## src/rtl/flags_unit.sv

```systemverilog
`default_nettype none
// ============================================================================
// Module   : flags_unit
// Brief    : Condition-code register with masked ALU flag capture, conditional
//            jump resolution and a LIFO for interrupt flag save/restore.
// Revision : 1.0 - initial release
// ============================================================================
module flags_unit #(
  parameter int SAVE_DEPTH = 4
) (
  input  logic                            clk,
  input  logic                            rstN,
  input  logic                            zeroIn,
  input  logic                            carryIn,
  input  logic                            overFlowIn,
  input  logic                            negativeIn,
  input  logic [3:0]                      flagWriteMask,
  input  logic                            setCarry,
  input  logic                            clrCarry,
  input  logic                            condValid,
  input  logic [1:0]                      condSel,
  input  logic                            saveFlags,
  input  logic                            restoreFlags,
  input  logic                            stall,
  output logic [3:0]                      flags,
  output logic                            takeBranch,
  output logic [$clog2(SAVE_DEPTH+1)-1:0] stackCount,
  output logic                            stackError
);

  localparam int c_CNTW = $clog2(SAVE_DEPTH + 1);
  localparam int c_IDXW = (SAVE_DEPTH > 1) ? $clog2(SAVE_DEPTH) : 1;

  logic [3:0]        r_flags;
  logic [c_CNTW-1:0] r_count;
  logic              r_error;
  logic [3:0]        r_stack [SAVE_DEPTH];

  logic [3:0]        w_rawFlags;
  logic [3:0]        w_nextFlags;
  logic [3:0]        w_popFlags;
  logic [1:0]        w_testBit;
  logic [c_CNTW-1:0] w_countM1;
  logic              w_take;
  logic              w_push;
  logic              w_pop;
  logic              w_stackFull;
  logic              w_stackEmpty;
  logic              w_pushOk;
  logic              w_popOk;
  logic              w_errorEvt;

  // Map the jump condition selector onto the {N,V,C,Z} bit positions.
  always_comb begin
    w_testBit = 2'd0;
    case (condSel)
      2'd0:    w_testBit = 2'd0;
      2'd1:    w_testBit = 2'd3;
      2'd2:    w_testBit = 2'd1;
      default: w_testBit = 2'd2;
    endcase
  end

  assign w_take       = condValid & ~stall & r_flags[w_testBit];
  assign w_push       = saveFlags & ~restoreFlags;
  assign w_pop        = restoreFlags & ~saveFlags;
  assign w_stackFull  = (r_count == c_CNTW'(SAVE_DEPTH));
  assign w_stackEmpty = (r_count == '0);
  assign w_pushOk     = w_push & ~w_stackFull;
  assign w_popOk      = w_pop & ~w_stackEmpty;
  assign w_errorEvt   = (w_push & w_stackFull) | (w_pop & w_stackEmpty);
  assign w_countM1    = r_count - c_CNTW'(1);
  assign w_popFlags   = r_stack[w_countM1[c_IDXW-1:0]];
  assign w_rawFlags   = {negativeIn, overFlowIn, carryIn, zeroIn};

  // Later steps override earlier ones: mask, carry force, branch clear, pop.
  always_comb begin
    w_nextFlags = (flagWriteMask & w_rawFlags) | (~flagWriteMask & r_flags);
    if (clrCarry) begin
      w_nextFlags[1] = 1'b0;
    end else if (setCarry) begin
      w_nextFlags[1] = 1'b1;
    end
    if (w_take) begin
      w_nextFlags[w_testBit] = 1'b0;
    end
    if (w_popOk) begin
      w_nextFlags = w_popFlags;
    end
  end

  always_ff @(posedge clk or negedge rstN) begin
    if (!rstN) begin
      r_flags <= 4'b0000;
      r_count <= '0;
      r_error <= 1'b0;
    end else if (!stall) begin
      r_flags <= w_nextFlags;
      if (w_pushOk) begin
        r_count <= r_count + c_CNTW'(1);
      end else if (w_popOk) begin
        r_count <= w_countM1;
      end
      if (w_errorEvt) begin
        r_error <= 1'b1;
      end
    end
  end

  // Snapshot storage needs no reset; the count alone defines valid entries.
  always_ff @(posedge clk) begin
    if (!stall && w_pushOk) begin
      r_stack[r_count[c_IDXW-1:0]] <= r_flags;
    end
  end

  assign flags      = r_flags;
  assign takeBranch = w_take;
  assign stackCount = r_count;
  assign stackError = r_error;

endmodule
`default_nettype wire

```

## config.mk

```make
export PLATFORM = sky130hd
export DESIGN_NAME = flags_unit
export DESIGN_NICKNAME = d
export VERILOG_FILES = /design/src/rtl/flags_unit.sv
export SDC_FILE = /design/constraint.sdc
export NUM_CORES = 1
export LEC_CHECK = 0
export CAP_MARGIN = 20
export CORE_UTILIZATION = 40
export CTS_BUF_LIST = sky130_fd_sc_hd__clkbuf_8
export DETAILED_ROUTE_END_ITERATION = 16
export PLACE_DENSITY_LB_ADDON = 0.3
export SLEW_MARGIN = 20
export SYNTH_ARGS = -nofsm -noshare
export SYNTH_HDL_FRONTEND = slang
export SYNTH_SLANG_ARGS = --single-unit
```

## constraint.sdc

```tcl
create_clock -name clk -period 2.22 [get_ports clk]
set_clock_uncertainty 0.15 [all_clocks]
set_input_delay 0.333 -clock clk [delete_from_list [all_inputs] [get_ports clk]]
set_output_delay 0.333 -clock clk [all_outputs]
set_load 0.02 [all_outputs]
```

### After elaboration in Yosys (flattened, before gate mapping)

Memory sizes are Yosys's and may differ from the RTL's.
Index checks and enable logic that the tools add are counted.

* bits in registers: 8
* bits in latches: 0
* RAM bits: 16
* ROM bits: 0
* input bits: 18
* word-level logic and storage cells: 52
* memories: 1

* add/subtract/negate cells: 2
* multipliers: 0
* div/mod/pow operators: 0
* order comparisons: 2
* eq/ne operators: 3
* shift operators: 0
* muxes and demuxes: 13
* bitwise gates (word level): 20
* reduce and logical (&&, ||, !) cells: 8

Memory list
* r_stack: depth 4, bits a word 4, read ports 1, clocked after Yosys merged registers in 0, write ports 1, RTL line 37 `logic [3:0] r_stack [SAVE_DEPTH];`

Operator list (number)
* 4-bit bitwise AND: 3
* 1-bit bitwise AND: 8
* 4-bit two-way mux: 2
* 4-bit inverter: 2
* 1-bit two-way mux: 6
* 3-bit two-way mux: 2
* 2-bit case mux with 3 select lines: 1
* 1-bit inverter: 5
* 4-bit bitwise OR: 1
* 2-bit AND reduction: 2
* 3-bit by 1-bit adder with 3-bit output (second input constant): 1
* 3-bit equality test (second input constant): 1
* 3-bit logical NOT: 1
* 2-bit by 3-bit < comparator with 1-bit output (second input constant): 1
* 3-bit by 1-bit subtractor with 3-bit output (second input constant): 1
* 1-bit binary-select mux with 2-bit select: 1
* 1-bit demux with 2-bit select: 1
* 2-bit by 1-bit equality test with 1-bit output (second input constant): 1
* 2-bit equality test (second input constant): 1
* 2-bit by 1-bit >= comparator with 1-bit output (second input constant): 1
* 1-bit logical AND: 2
* 2-bit logical NOT: 1
* 2-bit nonzero test: 1
* 1-bit logical NOT: 1
* 1-bit bitwise OR: 1

### Longest topological paths before layout

Gate-level depths: netlist of run 1.

* word-level depth: 10
* depth in mapped cells: 9
* gate-level depth less buffers: 7

### Least setup slack after synthesis of run 1

Ideal clock, no wire load.

* kind: reg-to-reg
* start: reg r_count[0] (netlist: stackCount[0])
* end: mem r_stack[0][0] (enable)
* library setup time: 0.309 ns
* arrival time: 1.956 ns
* required time: 1.761 ns
* slack: -0.195 ns
* cell stages (with the launch flop): 9
* clock period less this slack: 2.415 ns
* cell sequence: dfrtp_1 -> buf_6 -> inv_1 -> ha_1 -> ha_1 -> or3b_1 -> buf_6 -> nor2_1 -> and2_1

* longest elaborated chain between the ends: 6

Ends and longest elaborated chain
* start, declared: RTL line 35 `logic [c_CNTW-1:0] r_count;`
* start signal, assigned: RTL line 100 `r_count <= r_count + c_CNTW'(1);`
* start signal, assigned: RTL line 102 `r_count <= w_countM1;`
* 3-bit equality test: RTL line 67 `assign w_stackFull = (r_count == c_CNTW'(SAVE_DEPTH));`
* 1-bit inverter: RTL line 69 `assign w_pushOk = w_push & ~w_stackFull;`
* 1-bit bitwise AND: RTL line 69
* 1-bit logical AND: RTL line 112 `if (!stall && w_pushOk) begin`
* 1-bit two-way mux: RTL line 112
* 1-bit two-way mux (implied by the code): RTL line 113 `r_stack[r_count[c_IDXW-1:0]] <= r_flags;`
* end, declared: RTL line 37

Parallel ways exist; a longest one is shown, timed or not.

### Worst setup path in the final report of run 1

* start: reg r_count[1] (netlist: stackCount[1])
* end: mem r_stack[2][3] (enable)

The elaborated chain is that of the path after synthesis.

==> results of run 1 <==
==> worst max-delay path, stage by stage (launching register included) <==
cell     delay, ns
dfrtp_1       0.40
inv_1         0.07
ha_1          0.21
ha_1          0.20
or3b_4        0.44
nor2_4        0.13
and2_4        0.19
==> per-stage QoR <==
stage	hold WS, ns	instances
3_3_place_gp	0.3109	180
2_1_floorplan	-0.1126	100
6_report	0.2084	186
4_1_cts	0.2177	186
3_5_place_dp	0.3174	180
5_1_grt	0.2282	186
==> layout make-up <==
type | instances | area (µm²) | share of cell area
clock buffers | 3 | 41.29 | 0.02248
multi-input cells | 67 | 640.6 | 0.3488
inverters | 6 | 22.52 | 0.01226
clock inverters | 1 | 30.03 | 0.01635
repair buffers | 41 | 365.4 | 0.1989
flip-flops and latches | 24 | 681.9 | 0.3713
well taps | 44 | 55.05 | 0.02997
==> registers in the layout (all words and copies together), names as in the netlist <==
register    count
r_stack        16
flags           4
stackCount      3
stackError      1
==> layout by cell type (no fill, tap or decap), types with 2 or more instances in the layout <==
cell             instances
nor3_1                   2
inv_1                    3
dlygate4sd2_1            2
a211oi_1                 3
dfrtp_1                  7
a21oi_1                  2
buf_4                   15
a31oi_1                  2
and2_4                   4
edfxtp_1                16
a21boi_1                 2
clkdlybuf4s50_1         23
a22oi_1                  3
ha_1                    10
nand2_1                  3
clkbuf_8                 3
inv_2                    3
mux2_2                   2
nor2b_1                  3
mux4_2                   4
nor2_1                   2
==> kinds of logic (layout without fill, tap and decap cells) <==
| family | count (synthesis) | count (layout) | synth area share |
|---|---|---|---|
| compound gates | 22 | 22 | 0.1266 |
| xor+xnor | 1 | 1 | 0.006568 |
| simple gates | 25 | 25 | 0.1126 |
| buf+inv | 9 | 51 | 0.03752 |
| mux | 8 | 8 | 0.1032 |
| fa+ha+maj | 11 | 11 | 0.1032 |
| flops | 24 | 24 | 0.5103 |
==> worst min path at each step <==
stage / from / endpoint / slack [ns]
after floorplan: rstN / flags[0] / -0.11
after global placement: stackError / stackError / 0.31
after detailed placement: stackError / stackError / 0.32
after CTS: rstN / flags[1] / 0.22
after global routing: rstN / flags[1] / 0.23
final: rstN / flags[1] / 0.21
==> timing repair <==
item	in CTS	in global routing
gates resized for setup	10	1
buffers inserted	2	0
setup endpoints to repair	1	16
==> report_power, final <==
part / switching [mW] / internal [mW]
logic: 0.398 / 0.436
registers: 0.0715 / 0.581
clock network: 0.133 / 0.241
total: 0.603 / 1.26
==> routing by layer <==
layer / GRT usage / wire length, µm / vias up
met5: 0 / 0 / -
met4: 0.05316 / 34 / 0
met3: 0.03463 / 169 / 4
met2: 0.3143 / 1436 / 22
met1: 0.2311 / 1219 / 455
li1: - / - / 460
==> impl_metrics.toml, run 1 <==
[logic_synthesis]
synthTopCellsByArea = "edfxtp_1 (36%), dfrtp_1 (15%), ha_1 (10%), mux4_2 (6.8%), and2_1 (1.9%)"
syn-num-nets = 129
synth_cells = 100
synth_top_area_frac = 0.3602
ys_ff_latch = 24
yosysTopAreaCell = "edfxtp_1"
synth_warnings = 0
netlist_top_cells_count = "edfxtp_1 (16), ha_1 (11), dfrtp_1 (8)"
synth_cell_types = 40
avgSynthCellArea_um2 = 13.34
yosysSeqAreaShare = 0.5103
synth-edff-count = 16
yosys_most_used_dff = "edfxtp_1"
synth_most_common_cell = "edfxtp_1"
ys_async_sr_fraction = 0.3333
mappedNetlistArea_mm2 = 0.001334

[global_routing]
antenna_found_initial = 0
grt_pass1_vias = 1044
grt_max_degree = 15
track_usage = 0.1820
grt_pass1_wl_um = 4698
grt.overflow.total = 0

[sta]
setup_ws_ns = 0.1495
rsz0062_at_grt = "false"
fmax_ghz = 0.4830
max_slew_margin = 0.7306
finalSetupViolCount = 0
finalCriticalPeriod_ns = 2.070
finalHoldViolations = 0
min_period_over_period = 0.9327
setup_tns_ns = 0
tightestPinTransition_ns = 0.4028
slew_violations = 0

[status]
status = "finished clean"

[finish]
drive_gt1_frac = 0.3099
fin_util = 0.5919
area_delta_synth_final_pct = 37.71
fill_cells = 273
diodes = 0
finalInstanceArea_mm2 = 0.001837
nets = 172

[worst_setup_path]
cp-end-kind = "register"
r2r_slack_ns = 0.15
ff2ff_path_depth = 6
critPathKind = "register to register"
timing.rr.start = "stackCount[1]"
critPathMaxFanout = 7
crit_path_end = "r_stack[2][3]"
start_kind = "register"
r2r-end = "r_stack[2][3]"
worstSetupStartpoint = "stackCount[1]"
cp.arrival_ns = 1.90
cp.required_ns = 2.05

[placed_design]
gp_congestion = 0.7569
dpl_cell_area_mm2 = 0.001738
post-place-ws_ns = -0.5342
post-dp-hpwl_um = 2155
numPortBuffers = 26

[floorplan]
die_area_mm2 = 0.003569
initial_core_util = 0.4298
die_y_um = 59.75
die_x_um = 59.75
rows = 20
io_pins = 27
core_mm2 = 0.003103

[route]
wl_per_cell_um = 15.38
ant_nets = 0
dr.pass1.iters = 4
drt-initial-drc-count = 16
vias_per_cell = 5.059
routed-via-count = 941
wirelength_um = 2860
route.detailed.drc = 0

[cts]
h-tree-depth = 1
ctsHoldBuffers = 0
clkTransAtPathRegs_ns = 0.08
cts_sinks = 24
cts-root-buf = "clkbuf_8"
cts-buffers-inserted = 3
insertion_delay_ns = 0.26
clk_path_buf_depth = 2
cts_tree = "done"

[power]
leakage_nw = 0.7245
total_power_mw = 1.860
power_density_mw_per_mm2 = 1013
ir_drop_uv = 693.1

[run]
cap_viol_max_count = 0

[worst_hold_path]
hold_class = "input pin to asynchronous set/reset pin"
No activity file was read; power rests on OpenSTA's default activity.
==> run 2: changes to the inputs <==
- clock period: 2.22 -> 2.3 ns (I/O delays scaled with it)
==> impl_metrics.toml, run 2 (synthesis gave the netlist of run 1 again) <==
[status]
status = "finished clean"

[floorplan]
die_y_um = 59.75
rows = 20
core_mm2 = 0.003103
io_pins = 27
die_area_mm2 = 0.003569
initial_core_util = 0.4298
die_x_um = 59.75

[cts]
cts_sinks = 24
cts-root-buf = "clkbuf_8"
h-tree-depth = 1
cts_tree = "done"
insertion_delay_ns = 0.27
ctsHoldBuffers = 0
ctsResizeCount = 8
post_cts_buffers = 0
clk_path_buf_depth = 2
clkTransAtPathRegs_ns = 0.08
cts-buffers-inserted = 3

[sta]
finalSetupViolCount = 0
finalCriticalPeriod_ns = 2.167
max_slew_margin = 0.6447
min_period_over_period = 0.9422
slew_violations = 0
rsz0062_at_grt = "false"
setup_tns_ns = 0
tightestPinTransition_ns = 0.5289
fmax_ghz = 0.4615
finalHoldViolations = 0
whs_ns = 0.2112

[route]
dr.pass1.iters = 4
drt-initial-drc-count = 23
vias_per_cell = 5.314
top_layer_used = "met4"
wl_per_cell_um = 15.78
met3_length_um = 114
wirelength_um = 2919
ant_nets = 0
route.detailed.drc = 0
wl_met2_um = 1501
routed-via-count = 983
wl_met1_um = 1279

[finish]
drive_gt1_frac = 0.2908
layout_commonest_cell = "clkdlybuf4s50_1"
largest_register_ffs = 16
fin_util = 0.5903
diodes = 0
nets = 171
area_delta_synth_final_pct = 37.34
final_cell_mix = "clkdlybuf4s50_1 (23), edfxtp_1 (16), buf_4 (15), ha_1 (10), dfrtp_1 (7)"

[worst_setup_path]
critPathKind = "register to register"
r2r_slack_ns = 0.13
cp-end-kind = "register"
cp.required_ns = 2.14
ff2ff_path_depth = 6
r2r-end = "r_stack[2][1]"
cp.arrival_ns = 2.01
critPathMaxFanout = 4
timing.rr.start = "stackCount[1]"
start_kind = "register"

[run]
cap_viol_max_count = 0

[global_routing]
antenna_found_initial = 0
grt_max_degree = 15
grt.overflow.total = 0
grt_pass1_wl_um = 4871
grt_pass1_vias = 1057
track_usage = 0.1910

[placed_design]
post-dp-hpwl_um = 2187
gp_congestion = 0.8211
numPortBuffers = 26

[power]
leakage_nw = 0.7357
power_density_mw_per_mm2 = 991.2
ir_drop_uv = 772.5

[worst_hold_path]
hold_class = "input pin to asynchronous set/reset pin"
## run 2: area by class of cell
type                    instances  area, µm²
clock buffers                   3      41.29
clock inverters                 1      30.03
fillers                       271       1271
inverters                       6      22.52
multi-input cells              67      633.1
flip-flops and latches         24      681.9
well taps                      44      55.05
repair buffers                 40      367.9
## run 2: routing by layer
| metal | vias up | global-route usage |
|---|---|---|
| met2 | 30 | 0.3397 |
| met1 | 491 | 0.2402 |
| met3 | 2 | 0.03680 |
| met4 | 0 | 0.03987 |
| met5 | - | 0 |
| li1 | 460 | - |
## run 2: how the worst max path moves through the flow
stage	start	end	slack, ns	depth (start not counted)
after floorplan	stackCount[0]	r_stack[0][0]	0.0001	8
after global placement	condSel[0]	takeBranch	-0.37	7
final	stackCount[1]	r_stack[2][1]	0.13	6
after detailed placement	condSel[0]	takeBranch	-0.46	7
after global routing	stackCount[1]	stackCount[1]	0.03	7
after CTS	condSel[0]	takeBranch	0.007	7
## run 2: power by group
part | total [mW] | internal [mW] | switching [mW]
clock | 0.368 | 0.233 | 0.135
combinational | 0.820 | 0.430 | 0.390
sequential | 0.628 | 0.561 | 0.0679
## run 2: worst max-delay path, cell delays in order, from the launching register on
cell	delay (ns)
dfrtp_1	0.40
inv_1	0.07
ha_1	0.20
ha_1	0.19
or3b_1	0.46
nor2_2	0.21
and2_4	0.21
## run 2: stage by stage
step,total power [mW],instances,area [µm²],worst slack (ns)
CTS,1.835,185,1824,0.006955
global placement,1.431,181,1740,-0.3733
floorplan,1.133,100,1348,0.0001412
global route,1.927,185,1832,0.03071
finish,1.816,185,1832,0.1330
detailed placement,1.452,181,1740,-0.4584
